## src/rtl/ldpc_addr_pkg.sv

```systemverilog
`default_nettype none
// ============================================================================
//  Module   : ldpc_addr_pkg
//  Purpose  : Shared types and default widths for the LDPC circulant address
//             generator and the layer scheduler that drives it.
//  Revision : 1.0 - initial release
// ============================================================================
package ldpc_addr_pkg;

  // Default widths shared with the layer scheduler
  localparam int LDPC_ADDR_W = 8;
  localparam int LDPC_Z_W    = 8;

  // Generator control states
  typedef enum logic [0:0] {
    ST_IDLE = 1'b0,
    ST_RUN  = 1'b1
  } state_t;

endpackage : ldpc_addr_pkg
`default_nettype wire

```

## src/rtl/ldpc_mod_step.sv

```systemverilog
`default_nettype none
// ============================================================================
//  Module   : ldpc_mod_step
//  Purpose  : Combinational modular step of one lane offset: off +/- step
//             folded back into [0, z) with a single compare and correction.
//             Requires off < z and step <= z.
//  Options  : LDPC_ADDR_GEN_DOWN_EN adds i_dir (1 = descending step).
//  Revision : 1.0 - initial release
// ============================================================================
module ldpc_mod_step #(
  parameter int Z_W = 8
) (
  input  logic [Z_W-1:0] i_off,
  input  logic [Z_W-1:0] i_step,
  input  logic [Z_W-1:0] i_z,
`ifdef LDPC_ADDR_GEN_DOWN_EN
  input  logic           i_dir,
`endif
  output logic [Z_W-1:0] o_off
);

  // Overflow past z (ascending) is judged with one extra bit so the sum
  // cannot alias; the correction itself is done modulo 2^Z_W because the
  // true result always lies below z.
  logic w_up_wrap;
  assign w_up_wrap = ({1'b0, i_off} + {1'b0, i_step}) >= {1'b0, i_z};

  // Select the folded next offset for the active direction
  always_comb begin
    o_off = i_off + i_step - (w_up_wrap ? i_z : '0);
`ifdef LDPC_ADDR_GEN_DOWN_EN
    if (i_dir) begin
      o_off = i_off - i_step + ((i_off < i_step) ? i_z : '0);
    end
`endif
  end

endmodule : ldpc_mod_step
`default_nettype wire

```

## src/rtl/ldpc_circ_addr_gen.sv

```systemverilog
`default_nettype none
// ============================================================================
//  Module   : ldpc_circ_addr_gen
//  Purpose  : Multi-lane circulant address generator. For an accepted block
//             it emits base + ((shift + j) mod z), j = 0..z-1, LANES per beat,
//             over a valid/ready handshake with start/done/cfg_err control.
//  Options  : LDPC_ADDR_GEN_DOWN_EN adds i_dir (latched on start); dir=1
//             gives the descending sequence base + ((shift - j) mod z).
//  Revision : 1.0 - initial release
// ============================================================================
module ldpc_circ_addr_gen
  import ldpc_addr_pkg::*;
#(
  parameter int ADDR_W = LDPC_ADDR_W,
  parameter int Z_W    = LDPC_Z_W,
  parameter int LANES  = 1
) (
  input  logic                    clk,
  input  logic                    reset,
  input  logic                    i_start,
  input  logic [ADDR_W-1:0]       i_base,
  input  logic [Z_W-1:0]          i_z,
  input  logic [Z_W-1:0]          i_shift,
`ifdef LDPC_ADDR_GEN_DOWN_EN
  input  logic                    i_dir,
`endif
  input  logic                    i_ready,
  output logic                    o_valid,
  output logic [LANES*ADDR_W-1:0] o_addr,
  output logic [LANES-1:0]        o_lane_vld,
  output logic                    o_last,
  output logic                    o_busy,
  output logic                    o_done,
  output logic                    o_cfg_err
);

  localparam logic [Z_W-1:0] c_STEP  = Z_W'(LANES);
  localparam logic [Z_W:0]   c_LANES = (Z_W+1)'(LANES);

  state_t          r_state;
  state_t          w_state_nxt;
  logic [ADDR_W-1:0] r_base;
  logic [Z_W-1:0]  r_z;
  logic [Z_W:0]    r_jbase;     // index j of lane 0 in the current beat
  logic            r_done;
  logic            r_cfg_err;
  logic            w_dir;

  logic            w_cfg_ok;
  logic            w_is_last;
  logic            w_accept;
  logic            w_reject;
  logic            w_fire;
  logic            w_final;

`ifdef LDPC_ADDR_GEN_DOWN_EN
  logic            r_dir;

  // Direction is captured with the rest of the block configuration
  always_ff @(posedge clk) begin
    if (reset) begin
      r_dir <= 1'b0;
    end else if (w_accept) begin
      r_dir <= i_dir;
    end
  end

  assign w_dir = i_dir;
`else
  assign w_dir = 1'b0;
`endif

  // A block is legal when it is non-empty, the shift lies inside it and
  // every lane of the first beat maps to a distinct index (z >= LANES),
  // which is also what keeps the per-beat step a single correction.
  assign w_cfg_ok  = (i_z != '0) && (i_shift < i_z) && ({1'b0, i_z} >= c_LANES);
  assign w_is_last = (r_jbase + c_LANES) >= {1'b0, r_z};

  // State register
  always_ff @(posedge clk) begin
    if (reset) begin
      r_state <= ST_IDLE;
    end else begin
      r_state <= w_state_nxt;
    end
  end

  // Next-state decode and handshake qualification
  always_comb begin
    w_state_nxt = r_state;
    w_accept    = 1'b0;
    w_reject    = 1'b0;
    w_fire      = 1'b0;
    w_final     = 1'b0;
    o_valid     = 1'b0;
    o_busy      = 1'b0;
    case (r_state)
      ST_IDLE: begin
        if (i_start) begin
          if (w_cfg_ok) begin
            w_accept    = 1'b1;
            w_state_nxt = ST_RUN;
          end else begin
            w_reject    = 1'b1;
          end
        end
      end
      ST_RUN: begin
        o_valid = 1'b1;
        o_busy  = 1'b1;
        if (i_ready) begin
          w_fire = 1'b1;
          if (w_is_last) begin
            w_final     = 1'b1;
            w_state_nxt = ST_IDLE;
          end
        end
      end
      default: begin
        w_state_nxt = ST_IDLE;
      end
    endcase
  end

  // Block configuration, beat index and one-cycle status pulses
  always_ff @(posedge clk) begin
    if (reset) begin
      r_base    <= '0;
      r_z       <= '0;
      r_jbase   <= '0;
      r_done    <= 1'b0;
      r_cfg_err <= 1'b0;
    end else begin
      r_done    <= w_final;
      r_cfg_err <= w_reject;
      if (w_accept) begin
        r_base  <= i_base;
        r_z     <= i_z;
        r_jbase <= '0;
      end else if (w_fire) begin
        r_jbase <= r_jbase + c_LANES;
      end
    end
  end

  assign o_last    = (r_state == ST_RUN) && w_is_last;
  assign o_done    = r_done;
  assign o_cfg_err = r_cfg_err;

  for (genvar l = 0; l < LANES; l++) begin : g_lane
    localparam logic [Z_W-1:0] c_IDX = Z_W'(l);

    logic [Z_W-1:0] r_off;
    logic [Z_W-1:0] w_off_nxt;
    logic [Z_W-1:0] w_init_off;
    logic           w_init_wrap;

    assign w_init_wrap = ({1'b0, i_shift} + {1'b0, c_IDX}) >= {1'b0, i_z};

    // Starting offset of this lane: (shift +/- l) mod z, valid since l < z
    always_comb begin
      w_init_off = i_shift + c_IDX - (w_init_wrap ? i_z : '0);
      if (w_dir) begin
        w_init_off = i_shift - c_IDX + ((i_shift < c_IDX) ? i_z : '0);
      end
    end

    ldpc_mod_step #(
      .Z_W    (Z_W)
    ) u_step (
      .i_off  (r_off),
      .i_step (c_STEP),
      .i_z    (r_z),
`ifdef LDPC_ADDR_GEN_DOWN_EN
      .i_dir  (r_dir),
`endif
      .o_off  (w_off_nxt)
    );

    // Offset advances only on a handshake so the address holds under stall
    always_ff @(posedge clk) begin
      if (reset) begin
        r_off <= '0;
      end else if (w_accept) begin
        r_off <= w_init_off;
      end else if (w_fire) begin
        r_off <= w_off_nxt;
      end
    end

    assign o_addr[l*ADDR_W +: ADDR_W] = r_base + ADDR_W'(r_off);
    assign o_lane_vld[l] = (r_state == ST_RUN) &&
                           ((r_jbase + {1'b0, c_IDX}) < {1'b0, r_z});
  end : g_lane

endmodule : ldpc_circ_addr_gen
`default_nettype wire
```

## config.mk

```make
export PLATFORM = sky130hd
export DESIGN_NAME = ldpc_circ_addr_gen
export DESIGN_NICKNAME = d
export VERILOG_FILES = /design/src/rtl/ldpc_addr_pkg.sv /design/src/rtl/ldpc_mod_step.sv /design/src/rtl/ldpc_circ_addr_gen.sv
export SDC_FILE = /design/constraint.sdc
export NUM_CORES = 1
export LEC_CHECK = 0
export ABC_AREA = 1
export BUFFER_PORTS_ARGS = -buffer_cell sky130_fd_sc_hd__buf_2
export CAP_MARGIN = 25
export CORE_MARGIN = 1.5
export CORE_UTILIZATION = 30
export DETAILED_ROUTE_END_ITERATION = 10
export SYNTH_ARGS = -nofsm -noshare
export SYNTH_HDL_FRONTEND = slang
export SYNTH_HIERARCHICAL = 1
export SYNTH_SLANG_ARGS = --single-unit
```

## constraint.sdc

```tcl
create_clock -name clk -period 5.6 [get_ports clk]
set_clock_uncertainty 0.2 [all_clocks]
set_input_delay 0 -clock clk [delete_from_list [all_inputs] [get_ports clk]]
set_output_delay 0 -clock clk [all_outputs]
set_load 0.03 [all_outputs]
```

# Word level (Yosys, flattened, before mapping)
# Cells that the tools add are included.
[op_classes]
n_mux = 15
bitwise_logic = 3
addsub = 6
reduce_logical = 9
n_lt_le_gt_ge = 6
[ops]
columns = ["op", "n"]
rows = [
  ["$mux W8", 4],
  ["$ge A9 B8 Y1", 2],
  ["$sub A8 B8 Y8", 2],
  ["$mux W1", 10],
  ["$add A8 B1 Y9 const B", 1],
  ["$add A9 B1 Y9 const B", 1],
  ["$lt A9 B8 Y1", 1],
  ["$add A8 B1 Y8 const B", 1],
  ["$add A8 B8 Y8", 1],
  ["$ge A8 B1 Y1 const B", 1],
  ["$ge A8 B8 Y1", 1],
  ["$lt A8 B8 Y1", 1],
  ["$reduce_bool A8 Y1", 1],
  ["$reduce_or A3 Y1", 2],
  ["$logic_and A1 B1 Y1", 4],
  ["$not A1 Y1", 3],
  ["$pmux W1 S2", 1],
  ["$reduce_bool A2 Y1", 1],
  ["$reduce_or A2 Y1", 1],
]
[word_totals]
wordCells = 46
input_bits = 28
regBits = 36

# Depth between registers and ports, before layout
# Gate-level depths: netlist (run 1).
[depth]
depth_word = 7
mapped_depth = 32
mapped_depth_nobuf = 32

# Hierarchy
# Netlist (run 1), hierarchy kept.
[by_module_without_submodules]
columns = ["mod", "area_each_um2", "n_inst", "cells_each", "seq_area_each_um2"]
rows = [
  ["ldpc_circ_addr_gen", 2706.3, 1, 381, 720.7],
  ["ldpc_mod_step", 1166.1, 1, 185, 0.0],
]

# Worst setup path before layout (run 1)
# Ideal clock, no wire load.
[synth_path]
path_type = "reg-to-reg"
startpoint = "register g_lane[0].r_off[0]"
endpoint = "register g_lane[0].r_off[6]"
setup_time_ps = 70
stages_incl_launch_ff = 27
arrival_time_ps = 4120
path_slack_ps = 1209
required_time_ps = 5330
cell_sequence = "dfxtp_1 -> ha_1 -> inv_1 -> fa_1 -> inv_1 -> nand4_1 -> nand3_2 -> xor2_1 -> ha_1 -> a21o_1 -> a21oi_1 -> nand2_1 -> nand2_1 -> nand3_4 -> nand2_1 -> inv_1 -> fa_1 -> fa_1 -> o21ai_0 -> nand2_1 -> a21oi_1 -> nor2_1 -> xnor2_1 -> inv_1 -> o21ai_0 -> nand2_1 -> a21oi_1"
[synth_via]
elab_chain_len = 6
word_cells_on_any_way = 7
[synth_rtl]
columns = ["element", "line", "source"]
rows = [
  ["from (decl)", "ldpc_circ_addr_gen.sv:153", "logic [Z_W-1:0] r_off;"],
  ["from (signal assigned)", "ldpc_circ_addr_gen.sv:185", "r_off <= w_init_off;"],
  ["from (signal assigned)", "ldpc_circ_addr_gen.sv:187", "r_off <= w_off_nxt;"],
  ["$add A8 B1 Y9", "ldpc_mod_step.sv:26", "assign w_up_wrap = ({1'b0, i_off} + {1'b0, i_step}) >= {1'b0, i_z};"],
  ["$ge A9 B8 Y1", "ldpc_mod_step.sv:26", ""],
  ["$mux W8", "ldpc_mod_step.sv:30", "o_off = i_off + i_step - (w_up_wrap ? i_z : '0);"],
  ["$sub A8 B8 Y8 *", "ldpc_mod_step.sv:30", ""],
  ["net g_lane[0].w_off_nxt[6]", "ldpc_circ_addr_gen.sv:154", "logic [Z_W-1:0] w_off_nxt;"],
  ["$mux W8 *", "ldpc_circ_addr_gen.sv:186", "end else if (w_fire) begin"],
  ["$mux W8 *", "ldpc_circ_addr_gen.sv:184", "end else if (w_accept) begin"],
]
# Mark *: on every way through the listed nets, which the timed path passes. The rest lies on a longest branch. The select of a mux whose other input is x is not followed.
# A chain may end at the register's enable or synchronous reset.

# Final worst setup path (run 1)
[layout_path]
startpoint = "register g_lane[0].r_off[0]"
endpoint = "register g_lane[0].r_off[7]"
# The elaborated chain is that of the path after synthesis.

==> flow_summary.ini, run 1 <==
[finish]
area_growth_pct = 22.91
drive_gt1_share_pct = 10.19
layout.nets = 749
antenna_cells = 0
final_cell_mix = nand2_1 (134), inv_1 (121), ha_1 (62)
final_cell_area_sq_um = 4760
final_common_cell = nand2_1

[clock_network]
path_clk_slew_ns = 0.06
cts.sinks = 36
cts_htree_levels = 2
cts_tree = done
insertion_delay_ns = 0.28
cts_buffers = 5
cts_buffer_depth = 2
post-cts-setup-buffers = 0
cts-root-buf = clkbuf_16

[worst_setup_path]
crit_type = reg -> reg
end_kind = flop
worstSetupStartpointType = flop
crit_required_ns = 5.63
cp_max_fo = 9
crit_arrival_ns = 5.15
crit_buf_inv = 7
critPathSlowestCell = dlygate4sd3_1
crit_path_frequent_cell = nand2_1
max_stage_delay_ns = 0.55
path_delay_family = adder cells

[power]
powerDensity_nw_per_um2 = 268.0
ir_drop_mv = 0.1523
leakage_nw = 2.496

[synthesis]
ys_ff_latch = 36
synth_cell_type_count = 33
synth_area_sq_um = 3872
synth-seq-area-share_pct = 18.61
synth_warnings = 6
syn-instance-count = 566
avgSynthCellArea_sq_um = 6.842

[routing]
vias_per_cell = 4.398
vias = 3606
routed_wl_mm = 9.177
wl_per_cell_um = 11.19
ant_nets = 0
drt_iter0_markers = 142
drc = 0
first_pass_iters = 4

[sta]
period_needed_ns = 5.120
slew_headroom_pct = 48.60
final-hold-violation-count = 0
setup_viol = 0
max_freq_mhz = 195.3
tightest_slew_ns = 0.7691
tns_ns = 0
rsz0062_at_grt = no
min_period_over_period_pct = 91.42
slew_viol_final = 0

[global_routing]
grt_max_degree = 36
grt_pass1_vias = 3364
grt_pass1_wl_mm = 15.53
grt_antenna_before_repair = 0
grt_overflow_total = 0
grt_usage_pct = 14.41

[floorplanning]
die_width_um = 116.6
coreArea_sq_um = 12620
rows = 41
die_h_um = 116.6
ios = 42
initial_core_util_pct = 30.69
die_area_sq_um = 13600

[place]
dp_hpwl_mm = 7.261
post_dp_cell_area_sq_um = 4279
gp_congestion = 0.8412
portBuffers = 41

[hold_path]
min_path_type = in -> reg

[flow_run]
cap_violations = 0

[run_status]
outcome = complete, no violations
per-stage QoR:
step                      hold WS, ns  worst slack, ns  power (W)  util, %  std cells
after global routing          0.08992          0.06297   0.001399    37.72        820
after detailed placement      0.06236           0.7925  0.0009530    33.91        783
after floorplan               -0.1309            1.209  0.0008204        -        580
after global placement        0.05656           0.8492  0.0009561    33.91        783
after CTS                     0.06026           0.2497   0.001263    37.40        820
final                         0.06192           0.4803   0.001276    37.72        820
final cells by class:
class / instances / area [sq um]
Clock inverter: 1 / 7.507
Inverter: 121 / 454.2
Clock buffer: 7 / 142.6
Fill cell: 1373 / 7860
Tap cell: 172 / 215.2
Sequential cell: 36 / 723.2
Timing Repair Buffer: 70 / 495.5
Multi-Input combinational cell: 413 / 2721
metal layers:
| layer | part of all wire [%] | up-vias | wire [um] | track usage (%) |
|---|---|---|---|---|
| li1 | - | 1938 | - | - |
| met4 | 2.1 | 0 | 197 | 5.301 |
| met3 | 3.4 | 11 | 316 | 1.816 |
| met1 | 47 | 1585 | 4322 | 18.64 |
| met5 | 0 | - | 0 | 0 |
| met2 | 47 | 72 | 4340 | 24.63 |
cell families (layout without fill, tap and decap cells):
group,count (synthesis),after routing,synth area share [%]
adder cells (fa/ha/maj),74,74,25.85
AND/OR/NAND/NOR,199,199,22.46
XOR/XNOR,28,28,6.333
buffers and inverters,131,199,13.44
other,2,16,0.1939
flip-flops,36,36,18.61
AO/OA/AOI/OAI,96,96,13.12
cells in the mapped netlist:
master,n,share of area [%]
conb_1,2,0.19
buf_2,2,0.26
xnor2_1,11,2.5
nand3_1,24,3.1
a21o_1,2,0.39
nor3_4,1,0.42
a31oi_1,7,1.1
nor4_1,2,0.32
inv_1,121,12
o21ai_0,21,2.7
and3_1,1,0.16
or2_2,2,0.32
nand4_1,5,0.81
dfxtp_1,36,19
nand3_4,1,0.45
or3_1,1,0.16
xor2_1,17,3.8
nand2_1,134,13
buf_4,1,0.19
nor2_1,18,1.7
fa_1,10,5.2
ha_1,64,21
a21oi_1,61,7.9
clkbuf_1,4,0.39
o211ai_1,1,0.19
nor3_1,2,0.26
nand3_2,3,0.78
buf_6,3,0.87
a211oi_1,1,0.19
nor2_4,1,0.29
o21bai_1,2,0.39
nand2_2,4,0.65
o221ai_1,1,0.23
tightest hold or removal path: stages:
cell	delay, ns
buf_2	0.09
inv_1	0.07
ha_1	0.15
nand2_1	0.05
nand2_1	0.09
a31oi_1	0.05
sequential cells by signal, indices dropped and copies added (netlist names):
name	cells
g_lane.r_off	8
r_state	1
o_cfg_err	1
r_base	8
r_jbase	9
r_z	8
o_done	1
where the power goes:
group | internal, W | total [W] | leakage, nW | switching (W)
Clock | 0.000177 | 0.000288 | 0.0701 | 0.000110
Combinational | 0.000277 | 0.000681 | 2.13 | 0.000403
Sequential | 0.000279 | 0.000308 | 0.295 | 0.0000287
path summary, 6_finish.rpt:
path	start	end	slack, ns	depth (start not counted)
setup / recovery	g_lane[0].r_off[0]	g_lane[0].r_off[7]	0.48	30
hold / removal	i_shift[0]	g_lane[0].r_off[0]	0.06	6
setup reg to reg	g_lane[0].r_off[0]	g_lane[0].r_off[7]	0.48	30
hold reg to reg	r_jbase[5]	r_jbase[5]	0.30	2
what timing repair did:
action	CTS	global route
resized for setup	0	6
endpoints found under the hold margin	23	0
setup endpoints to repair	0	1
hold buffers	29	0
Note: power is estimated with default switching activity, not from simulation.
==> run 2, diff against run 1 <==
Settings changed: REMOVE_ABC_BUFFERS set to 1.
==> run 2 against run 1 <==
Against the previous run:
- sequential share of layout area hardly changed
- largest cell class unchanged
- clock power is 17% higher
- critical path depth is 1 lower
- die area stayed put
- combinational power is 2% lower
- critical endpoint is now g_lane[0].r_off[5]
- setup slack better by 0.30 ns
- count of clock-buffer cells in the layout is 2 lower
- global-route usage is 0.90 points higher
==> flow_summary.ini, run 2 (same netlist as run 1, synthesis figures left out) <==
[sta]
rsz0062_at_grt = no
tns_ns = 0
slew_headroom_pct = 50.35
max_freq_mhz = 207.3
period_needed_ns = 4.824
tightest_slew_ns = 0.7429
final-hold-violation-count = 0
min_period_over_period_pct = 86.13
worst_slack_ns = 0.7765
setup_viol = 0
slew_viol_final = 0

[routing]
wl_per_cell_um = 11.61
ant_nets = 0
drc = 0
drt_iter0_markers = 95
routed_wl_mm = 9.520
vias = 3602
vias_per_cell = 4.393
first_pass_iters = 4

[place]
dp_hpwl_mm = 7.335
dp_slack_ns = 0.7872
portBuffers = 41
gp_congestion = 0.8276
dpl.cell_count = 783

[floorplanning]
die_width_um = 116.6
initial_core_util_pct = 30.69
coreArea_sq_um = 12620
die_h_um = 116.6
rows = 41
ios = 42
die_area_sq_um = 13600

[clock_network]
cts-root-buf = clkbuf_16
cts_tree = done
cts.sinks = 36
insertion_delay_ns = 0.29
path_clk_slew_ns = 0.06
cts_buffer_depth = 2
cts_buffers = 5
cts_htree_levels = 2

[run_status]
outcome = complete, no violations

[finish]
final_cell_mix = nand2_1 (134), inv_1 (121), ha_1 (64)
fill_cells = 1399
area_growth_pct = 22.42
fin_cells = 820
antenna_cells = 0
multi_input_area_sq_um = 2684
drive_gt1_share_pct = 9.414
largest_reg_flops = 9
final_common_cell = nand2_1
regMostFlops = r_jbase
layout.nets = 749
regArea_sq_um = 720.7

[worst_setup_path]
end_kind = flop
crit_required_ns = 5.62
critPathSlowestCell = fa_1
crit_arrival_ns = 4.85
path_delay_family = adder cells
worstSetupStartpointType = flop
max_stage_delay_ns = 0.47
crit_type = reg -> reg
cp_max_fo = 9
crit_buf_inv = 6

[global_routing]
grt_pass1_vias = 3569
grt_overflow_total = 0
grt_pass1_wl_mm = 16.31
grt_usage_pct = 15.30
grt_max_degree = 36
grt_antenna_before_repair = 0

[power]
powerDensity_nw_per_um2 = 276.3
ir_drop_mv = 0.1931
leakage_nw = 2.501

[flow_run]
cap_violations = 0

[hold_path]
min_path_type = in -> reg
run 2: routing by layer:
metal / global-route usage (%) / wire length (um)
met3: 2.128 / 182
met4: 4.418 / 124
met1: 18.99 / 4545
met2: 27.61 / 4668
met5: 0 / 0
run 2: final cells by class:
cell class | instances | area share (%)
well taps | 172 | 4.539
multi-input cells | 413 | 56.61
repair buffers | 70 | 10.45
clock inverters | 3 | 0.9765
inverters | 121 | 9.580
flip-flops and latches | 36 | 15.20
clock buffers | 5 | 2.639
run 2: timing repair:
action,4_1_cts,5_1_grt
hold endpoints to repair,24,0
resized for setup,0,0
hold buffers,29,0
buffers inserted,0,0
run 2: metrics by stage:
step                cell area [sq um]  total power (W)  util (%)  hold WS (ns)
floorplan                        3859        0.0008114         -       -0.1309
CTS                              4741         0.001320     37.57       0.01476
global placement                 4279        0.0009578     33.91       0.04950
finish                           4741         0.001310     37.57     0.0002921
detailed placement               4279        0.0009567     33.91       0.05376
global route                     4741         0.001439     37.57       0.07464
run 2: worst reg2reg max path, delay by kind of cell, from the launching register on:
kind                     cells  cell delay [ns]
AO/OA/AOI/OAI                7             1.07
XOR/XNOR                     2             0.30
adder cells (fa/ha/maj)      5             1.67
buffers and inverters        6             0.39
flip-flops                   1             0.39
AND/OR/NAND/NOR              9             0.76
run 2: final timing paths:
kind | startpoint | slack (ns) | cells after the start | to
min | i_shift[7] | 0.0003 | 6 | g_lane[0].r_off[7]
min reg2reg | r_jbase[3] | 0.31 | 2 | r_jbase[3]
max reg2reg | g_lane[0].r_off[0] | 0.78 | 29 | g_lane[0].r_off[5]
max | g_lane[0].r_off[0] | 0.78 | 29 | g_lane[0].r_off[5]
run 2: power by group:
group | switching (W) | leakage [nW] | total [W] | internal, W
sequential | 0.0000290 | 0.294 | 0.000307 | 0.000278
combinational | 0.000400 | 2.13 | 0.000665 | 0.000265
clock | 0.000126 | 0.0804 | 0.000338 | 0.000212
==> run 3, diff against run 2 <==
Settings changed: CORE_UTILIZATION 30 to 55, PLACE_DENSITY set to 0.75.
==> run 3 against run 2 <==
Against the previous run:
- flip-flop and latch count unchanged
- non-clock buffer count unchanged
- via count up 4.8%
- critical endpoint is now g_lane[0].r_off[7]
- highest routed layer unchanged
==> flow_summary.ini, run 3 (same netlist as run 1, synthesis figures left out) <==
[worst_setup_path]
crit_path_frequent_cell = nand2_1
max_stage_delay_ns = 0.56
end_kind = flop
worstSetupStartpointType = flop
crit_arrival_ns = 5.40
critPathSlowestCell = dlygate4sd3_1
reg2regPathDepth = 30
crit_type = reg -> reg
cp_max_fo = 9
crit_required_ns = 5.65

[place]
gp_congestion = 0.8584
post_dp_cell_area_sq_um = 4184
portBuffers = 41
dpl.cell_count = 707
dp_hpwl_mm = 7.135

[routing]
ant_nets = 0
wl_met1_mm = 4.455
vias = 3775
dr_wl_met2_mm = 4.755
vias_per_cell = 5.074
first_pass_iters = 5
drc = 0
wl_met3_um = 347
highest_layer = met4
routed_wl_mm = 9.701
wl_per_cell_um = 13.04
drt_iter0_markers = 218

[finish]
largest_reg_flops = 9
layout.nets = 749
fill_cells = 564
final_cell_mix = nand2_1 (134), inv_1 (121), ha_1 (63)
fin_cells = 744
final_cell_area_sq_um = 4626
drive_gt1_share_pct = 10.34
final_common_cell = nand2_1
regMostFlops = r_jbase
regArea_sq_um = 723.2
antenna_cells = 0
multi_input_area_sq_um = 2721
fin_util_pct = 68.08
area_growth_pct = 19.45

[floorplanning]
ios = 42
initial_core_util_pct = 57.00
coreArea_sq_um = 6794
rows = 30
die_h_um = 86.91
die_width_um = 86.91
die_area_sq_um = 7553

[clock_network]
cts_buffers = 5
cts_htree_levels = 2
cts.sinks = 36
cts-root-buf = clkbuf_8
insertion_delay_ns = 0.30
cts_buffer_depth = 2
path_clk_slew_ns = 0.08
cts_tree = done
post-cts-setup-buffers = 0

[global_routing]
grt_overflow_total = 0
grt_antenna_before_repair = 0
grt_usage_pct = 26.70
grt_pass1_vias = 3527
grt_pass1_wl_mm = 16.06
grt_max_degree = 36

[sta]
min_period_over_period_pct = 95.59
setup_viol = 0
slew_headroom_pct = 52.14
final-hold-violation-count = 0
period_needed_ns = 5.353
max_freq_mhz = 186.8
tightest_slew_ns = 0.7162
tns_ns = 0
slew_viol_final = 0

[power]
powerDensity_nw_per_um2 = 270.7
leakage_nw = 2.482
power_w = 0.001252
ir_drop_mv = 0.1818

[flow_run]
cap_violations = 0

[run_status]
outcome = complete, no violations

[hold_path]
min_delay_path_depth = 6
min_path_type = in -> reg
-- run 3: cell types whose count changed in the layout (fill, tap and decap cells not counted), sizes merged --
cell	previous run	this run
clkinv	0	1
inv	122	121
-- run 3: final cells by class --
cell class / count / area share (%)
multi-input cells: 413 / 58.83
flip-flops and latches: 36 / 15.63
repair buffers: 70 / 10.71
inverters: 121 / 9.819
well taps: 96 / 2.597
clock buffers: 5 / 1.488
clock inverters: 3 / 0.9197
-- run 3: power breakdown --
part | switching [W] | internal [W] | total, W
logic | 0.000428 | 0.000280 | 0.000708
clock network | 0.000106 | 0.000132 | 0.000238
registers | 0.0000280 | 0.000278 | 0.000306
total | 0.000561 | 0.000690 | 0.00125
-- run 3: per-layer routing --
layer	up-vias	global-route usage (%)
li1	1938	-
met4	0	6.745
met5	-	0
met1	1730	35.07
met2	93	46.72
met3	14	2.749
-- run 3: worst max-delay path: cells and delay by family (launching register included) --
kind                       cells  cell delay, ns
xor gates and xnor gates       1            0.17
AOI/OAI and AO/OA              6            0.96
and+or+nand+nor               11            1.05
adders and majority gates      5            1.57
buffers and inverters          7            0.96
DFF                            1            0.36
-- run 3: timing repair --
item / 4_1_cts / 5_1_grt
hold buffers: 29 / 0
endpoints found under the setup margin: 0 / 1
resized for setup: 0 / 7
hold endpoints to repair: 25 / 0
-- run 3: worst paths after layout --
kind,from,endpoint,slack (ns)
worst max-delay path,g_lane[0].r_off[0],g_lane[0].r_off[7],0.25
worst min-delay path,i_shift[0],g_lane[0].r_off[0],0.05
worst max register to register,g_lane[0].r_off[0],g_lane[0].r_off[7],0.25
worst min register to register,r_jbase[5],r_jbase[5],0.31
-- run 3: per-stage QoR --
stage | setup WS, ns | hold WS [ns]
floorplan | 1.203 | -0.1309
global placement | 0.8949 | 0.04890
detailed placement | 0.7098 | 0.06022
CTS | 0.1534 | 0.02891
global route | -0.09230 | 0.07614
finish | 0.2469 | 0.04836
